## config.mk

```make
export PLATFORM = sky130hd
export DESIGN_NAME = mu0_param
export DESIGN_NICKNAME = d
export VERILOG_FILES = /design/src/rtl/mu0_param_pkg.sv /design/src/rtl/mu0_param_alu.sv /design/src/rtl/mu0_param.sv
export SDC_FILE = /design/constraint.sdc
export NUM_CORES = 1
export LEC_CHECK = 0
export CAP_MARGIN = 20
export CORE_AREA = 2 2 136 138
export CTS_BUF_LIST = sky130_fd_sc_hd__clkbuf_8
export DETAILED_ROUTE_END_ITERATION = 7
export DIE_AREA = 0 0 138 140
export GPL_TIMING_DRIVEN = 0
export HOLD_SLACK_MARGIN = 0.02
export PLACE_DENSITY = 0.51
export RECOVER_POWER = 50
export SLEW_MARGIN = 0
export SYNTH_ARGS = -nofsm -noshare
export SYNTH_HDL_FRONTEND = slang
export SYNTH_HIERARCHICAL = 1
export SYNTH_SLANG_ARGS = --single-unit
```

## constraint.sdc

```tcl
create_clock -name Clk -period 4.5 [get_ports Clk]
set_input_delay 0.9 -clock Clk [delete_from_list [all_inputs] [get_ports Clk]]
set_output_delay 0.9 -clock Clk [all_outputs]
set_load 0.005 [all_outputs]
```

## src/rtl/mu0_param_pkg.sv

```systemverilog
// Shared definitions for the parametrised MU0 core: opcodes, FSM states and ALU
// operation selects, plus small decode helpers used by the top level.
package mu0_param_pkg;

    localparam logic [3:0] OP_LDA = 4'h0;
    localparam logic [3:0] OP_STA = 4'h1;
    localparam logic [3:0] OP_ADD = 4'h2;
    localparam logic [3:0] OP_SUB = 4'h3;
    localparam logic [3:0] OP_JMP = 4'h4;
    localparam logic [3:0] OP_JGE = 4'h5;
    localparam logic [3:0] OP_JNE = 4'h6;
    localparam logic [3:0] OP_STP = 4'h7;
    localparam logic [3:0] OP_AND = 4'h8;
    localparam logic [3:0] OP_OR  = 4'h9;
    localparam logic [3:0] OP_LDI = 4'hA;
    localparam logic [3:0] OP_SHL = 4'hB;

    typedef enum logic [1:0] {
        FETCH = 2'd0,
        EXEC  = 2'd1,
        HALT  = 2'd2
    } state_t;

    typedef enum logic [2:0] {
        ALU_PASS = 3'd0,
        ALU_ADD  = 3'd1,
        ALU_SUB  = 3'd2,
        ALU_AND  = 3'd3,
        ALU_OR   = 3'd4,
        ALU_SHL  = 3'd5,
        ALU_IMM  = 3'd6
    } alu_op_t;

    function automatic logic is_mem_op(input logic [3:0] op);
        return (op == OP_LDA) || (op == OP_STA) || (op == OP_ADD) ||
               (op == OP_SUB) || (op == OP_AND) || (op == OP_OR);
    endfunction

    function automatic alu_op_t alu_op_for(input logic [3:0] op);
        case (op)
            OP_ADD:  return ALU_ADD;
            OP_SUB:  return ALU_SUB;
            OP_AND:  return ALU_AND;
            OP_OR:   return ALU_OR;
            OP_SHL:  return ALU_SHL;
            OP_LDI:  return ALU_IMM;
            default: return ALU_PASS;
        endcase
    endfunction

endpackage

```

## src/rtl/mu0_param_alu.sv

```systemverilog
// Combinational accumulator ALU. Arithmetic wraps at DATA_W bits; there is no
// carry out because the core keeps no carry or overflow flag.
module mu0_param_alu
    import mu0_param_pkg::*;
#(
    parameter int DATA_W = 16
) (
    input  logic [DATA_W-1:0] A,
    input  logic [DATA_W-1:0] B,
    input  alu_op_t           op,
    output logic [DATA_W-1:0] result
);

    always_comb begin
        result = B;
        case (op)
            ALU_PASS: result = B;
            ALU_ADD:  result = A + B;
            ALU_SUB:  result = A - B;
            ALU_AND:  result = A & B;
            ALU_OR:   result = A | B;
            ALU_SHL:  result = {A[DATA_W-2:0], 1'b0};
            // B carries the instruction word; keep only the address field
            ALU_IMM:  result = {4'b0000, B[DATA_W-5:0]};
            default:  result = B;
        endcase
    end

endmodule

```

## src/rtl/mu0_param.sv

```systemverilog
// Parametrised MU0 core: single accumulator, fetch/execute FSM, one unified
// memory port with a Mem_ready wait-state handshake. All outputs are Moore.
//
// state | meaning
// FETCH | Rd at PC; on Mem_ready latch IR, bump PC
// EXEC  | memory op waits for Mem_ready; others finish in one cycle
// HALT  | idle with Halted=1 until reset
module mu0_param
    import mu0_param_pkg::*;
#(
    parameter int                DATA_W       = 16,
    parameter logic [DATA_W-5:0] RESET_VECTOR = '0
) (
    input  logic              Clk,
    input  logic              Reset,
    input  logic [DATA_W-1:0] Data_in,
    input  logic              Mem_ready,
    output logic              Rd,
    output logic              Wr,
    output logic [DATA_W-5:0] Addr,
    output logic [DATA_W-1:0] Data_out,
    output logic              Halted
);

    localparam int ADDR_W = DATA_W - 4;

    if (DATA_W < 8 || DATA_W > 32) begin : g_bad_width
        $error("mu0_param: DATA_W must be within 8..32");
    end

    state_t              state_q, state_d;
    logic [ADDR_W-1:0]   pc_q, pc_d;
    logic [DATA_W-1:0]   ir_q, ir_d;
    logic [DATA_W-1:0]   acc_q, acc_d;

    logic [3:0]          opcode;
    logic [ADDR_W-1:0]   operand;
    logic [DATA_W-1:0]   alu_b;
    logic [DATA_W-1:0]   alu_result;

    assign opcode  = ir_q[DATA_W-1:DATA_W-4];
    assign operand = ir_q[ADDR_W-1:0];
    // LDI takes its operand from IR; every other ALU user reads memory
    assign alu_b   = (opcode == OP_LDI) ? ir_q : Data_in;

    mu0_param_alu #(
        .DATA_W (DATA_W)
    ) u_alu (
        .A      (acc_q),
        .B      (alu_b),
        .op     (alu_op_for(opcode)),
        .result (alu_result)
    );

    always_ff @(posedge Clk) begin
        if (!Reset) begin
            state_q <= FETCH;
            pc_q    <= RESET_VECTOR;
            ir_q    <= '0;
            acc_q   <= '0;
        end else begin
            state_q <= state_d;
            pc_q    <= pc_d;
            ir_q    <= ir_d;
            acc_q   <= acc_d;
        end
    end

    always_comb begin
        state_d  = state_q;
        pc_d     = pc_q;
        ir_d     = ir_q;
        acc_d    = acc_q;
        Rd       = 1'b0;
        Wr       = 1'b0;
        Addr     = pc_q;
        Halted   = 1'b0;
        Data_out = acc_q;

        case (state_q)
            FETCH: begin
                Rd = 1'b1;
                if (Mem_ready) begin
                    ir_d    = Data_in;
                    pc_d    = pc_q + ADDR_W'(1);
                    state_d = EXEC;
                end
            end

            EXEC: begin
                Addr = operand;
                if (is_mem_op(opcode)) begin
                    Rd = (opcode != OP_STA);
                    Wr = (opcode == OP_STA);
                    if (Mem_ready) begin
                        if (opcode != OP_STA) begin
                            acc_d = alu_result;
                        end
                        state_d = FETCH;
                    end
                end else begin
                    state_d = FETCH;
                    case (opcode)
                        OP_JMP: pc_d = operand;
                        OP_JGE: if (!acc_q[DATA_W-1]) pc_d = operand;
                        OP_JNE: if (acc_q != '0) pc_d = operand;
                        OP_STP: state_d = HALT;
                        OP_LDI: acc_d = alu_result;
                        OP_SHL: acc_d = alu_result;
                        default: ;
                    endcase
                end
            end

            HALT: begin
                Halted = 1'b1;
            end

            default: begin
                state_d = FETCH;
            end
        endcase
    end

endmodule

```

==> reports/results.ini <==
[status]
status=completed

[critical_path]
critPathKind=reg -> reg
end_kind=flip-flop
critPathLaunchType=flip-flop
rr_startpoint=ir_q[14]
required_ns=4.70
r2r_cells=17
crit_arrival_ns=4.51
r2r_end=Data_out[15]
reg2reg_setup_slack_ns=0.18
crit_path_start=ir_q[14]
path_max_fanout=10
crit_path_end=Data_out[15]

[synthesis]
yosysMostFrequentCell=nand2_1
synth-seq-area-share=0.2084
synth.net_count=627
netlist_instances=588
ys.flop_type=dfxtp_1
yosysWarnings=6
synth_edf_count=0
syn_avg_cell_area_um2=7.514
synth_area_leaders=dfxtp_1, nand2_1, a21oi_1
synth_area_um2=4418
synth_top_area_frac=0.2084
synth_largest_area_cell=dfxtp_1
synth_common_cells=nand2_1, nor2_1, a21oi_1
synth_cell_types=72
ys_ff_latch=46
async_flop_share=0

[cells_and_area]
final_util=0.3015
diodes=0
fillers=1987
finalNonFillerCells=872
seqCellArea_um2=922.1
multi_input_area_um2=3343
design_area_um2=5360
drive_above_1_share=0.1135
syn2layout_area_growth_pct=21.33
nNetsFinal=681

[route]
avgViaCountPerCell=5.096
drt_iter0_drc=288
drcViolationCount=0
routed-via-count=4444
drt-total-wl_um=14690
dr.pass1.iters=4
postRouteAntennaNets=0
wl_per_cell_um=16.85

[floorplan]
floorplan.initialDensity=0.2485
rows=49
die_h_um=140
die_w_um=138
coreArea_um2=17780
die_area_um2=19320
io_pins=50

[placed_design]
post_dp_cell_area_um2=5185
portBuffers=48
place_inst=865
place.gp.congestion=0.8481
dpl.hpwl_um=11050

[sta]
period_minus_slack_ns=4.316
tightest_slew_ns=1.167
period_share=0.9591
grt_setup_unrepaired=no
relSlewSlack=0.2201
max_freq_mhz=231.7
maxSlewViolCount=0
finalHoldViolations=0
fin_worst_skew_ns=0.01348
finalSetupViolations=0

[grt]
grt_pass1_wl_um=23360
grt_pass1_vias=4254
grt_use_total=0.1509
grt_max_degree=15
antenna_found_initial=0
overflow=0

[clock_network]
cts_tree=done
htreeDepth=2
cts.sinks=46
cts_inserted_buffers=5
path_clk_slew_ns=0.10
clkLatencyLatePin_ns=0.34
cts_root_buffer=clkbuf_8
clockBufferDepth=2
hold_buffers=0

[power]
p_comb_frac=0.400
design_power_total_mw=1.234
power_switching_mw=0.4935
internal_power_mw=0.7408
p_leak_nw=1.970
switching_share=0.3998
pwr-share-clk=0.229
seqPwrFrac=0.370
peakVddDrop_uv=113.8
power_density_nw_per_um2=230.3

[min_path]
min_path_cells=2
hold_path_class=reg -> reg

[job]
drv_cap=0

-- stage by stage --
stage	hold slack [ns]	worst slack [ns]	TNS (ns)
2_1_floorplan	0.4472	0.2052	0
3_3_place_gp	0.4700	-0.6289	-2.498
3_5_place_dp	0.4686	-0.6668	-2.500
4_1_cts	0.4873	0.01448	0
5_1_grt	0.5137	0.005786	0
6_report	0.4924	0.1840	0
-- sequential cells by signal, summed over array words and instances, names as in the netlist --
signal / cells
Data_out: 16
ir_q: 16
pc_q: 12
state_q: 2
-- kinds of logic after synthesis --
group           Yosys count  synth area share
simple gates            235            0.2640
fa+ha+maj                20           0.05834
buf+inv                  52           0.04984
mux                      45            0.1071
compound gates          155            0.2430
flops                    46            0.2084
xor+xnor                 35           0.06938
-- power groups by stage --
stage,Clock [mW],Combinational (mW),Sequential (mW)
after floorplan,0,0.344,0.456
after global placement,0,0.484,0.465
after detailed placement,0,0.482,0.464
after CTS,0.294,0.487,0.455
after global routing,0.302,0.544,0.462
final,0.283,0.494,0.457
-- cells in the final DEF, fill, tap and decap left out, types with 4 or more instances in the layout --
cell type / n
a21o_1: 9
o221ai_1: 10
buf_2: 6
xnor2_1: 23
dlygate4sd3_1: 18
nor2_1: 63
mux2i_1: 27
mux2_4: 4
a21oi_1: 65
nand3_1: 12
clkbuf_1: 18
nor3_1: 10
nand2b_1: 8
clkdlybuf4s50_1: 30
mux2_2: 11
dfxtp_1: 45
ha_1: 17
nand2_1: 94
nand4_1: 5
nor4_1: 5
o21ai_0: 22
nor2b_1: 5
a31oi_1: 9
clkbuf_2: 4
inv_1: 15
xor2_1: 12
o32ai_2: 5
clkbuf_8: 5
o211ai_1: 4
-- layer usage --
metal  up-vias  wire length (um)  share of wire  track usage
met5         -                 0              0            0
met4         0               295          0.020      0.04511
met3        18               678          0.046      0.02291
met2       115              6694           0.46       0.2452
met1      2088              7024           0.48       0.2071
li1       2223                 -              -            -
-- layout make-up --
cell class / instances / share of cell area
Inverter: 14 / 0.009804
Timing Repair Buffer: 51 / 0.09384
Multi-Input combinational cell: 490 / 0.6237
Tap cell: 229 / 0.05345
Clock buffer: 5 / 0.01284
Clock inverter: 3 / 0.003268
Buffer: 34 / 0.03105
Sequential cell: 46 / 0.1720
-- how the worst min path moves through the flow --
| stage | startpoint | end | slack (ns) |
|---|---|---|---|
| 5_1_grt | ir_q[1] | ir_q[1] | 0.51 |
| 6_report | ir_q[1] | ir_q[1] | 0.49 |
| 4_1_cts | ir_q[1] | ir_q[1] | 0.49 |
| 3_5_place_dp | ir_q[1] | ir_q[1] | 0.47 |
| 3_3_place_gp | ir_q[1] | ir_q[1] | 0.47 |
| 2_1_floorplan | ir_q[1] | ir_q[1] | 0.45 |
-- timing repair --
action	CTS	global route
gates resized for setup	10	28
gates cloned	0	0
pin swaps	0	3
setup buffers	2	1
setup endpoints to repair	9	9
-- worst max-delay path: stages, from the launching register on --
cell and delay (ns):
dfxtp_1 0.30, buf_2 0.18, nand2b_2 0.23, nor2_4 0.25
buf_8 0.18, mux2_1 0.43, or4_4 0.55, nor4_4 0.18
a21oi_1 0.12, xnor2_1 0.18, ha_1 0.41, nand4_1 0.14
or3_1 0.34, o21ai_2 0.20, xnor2_1 0.15, o221ai_1 0.13
mux2i_1 0.16, nor2_1 0.05
Note: power is estimated with default switching activity, not from simulation.
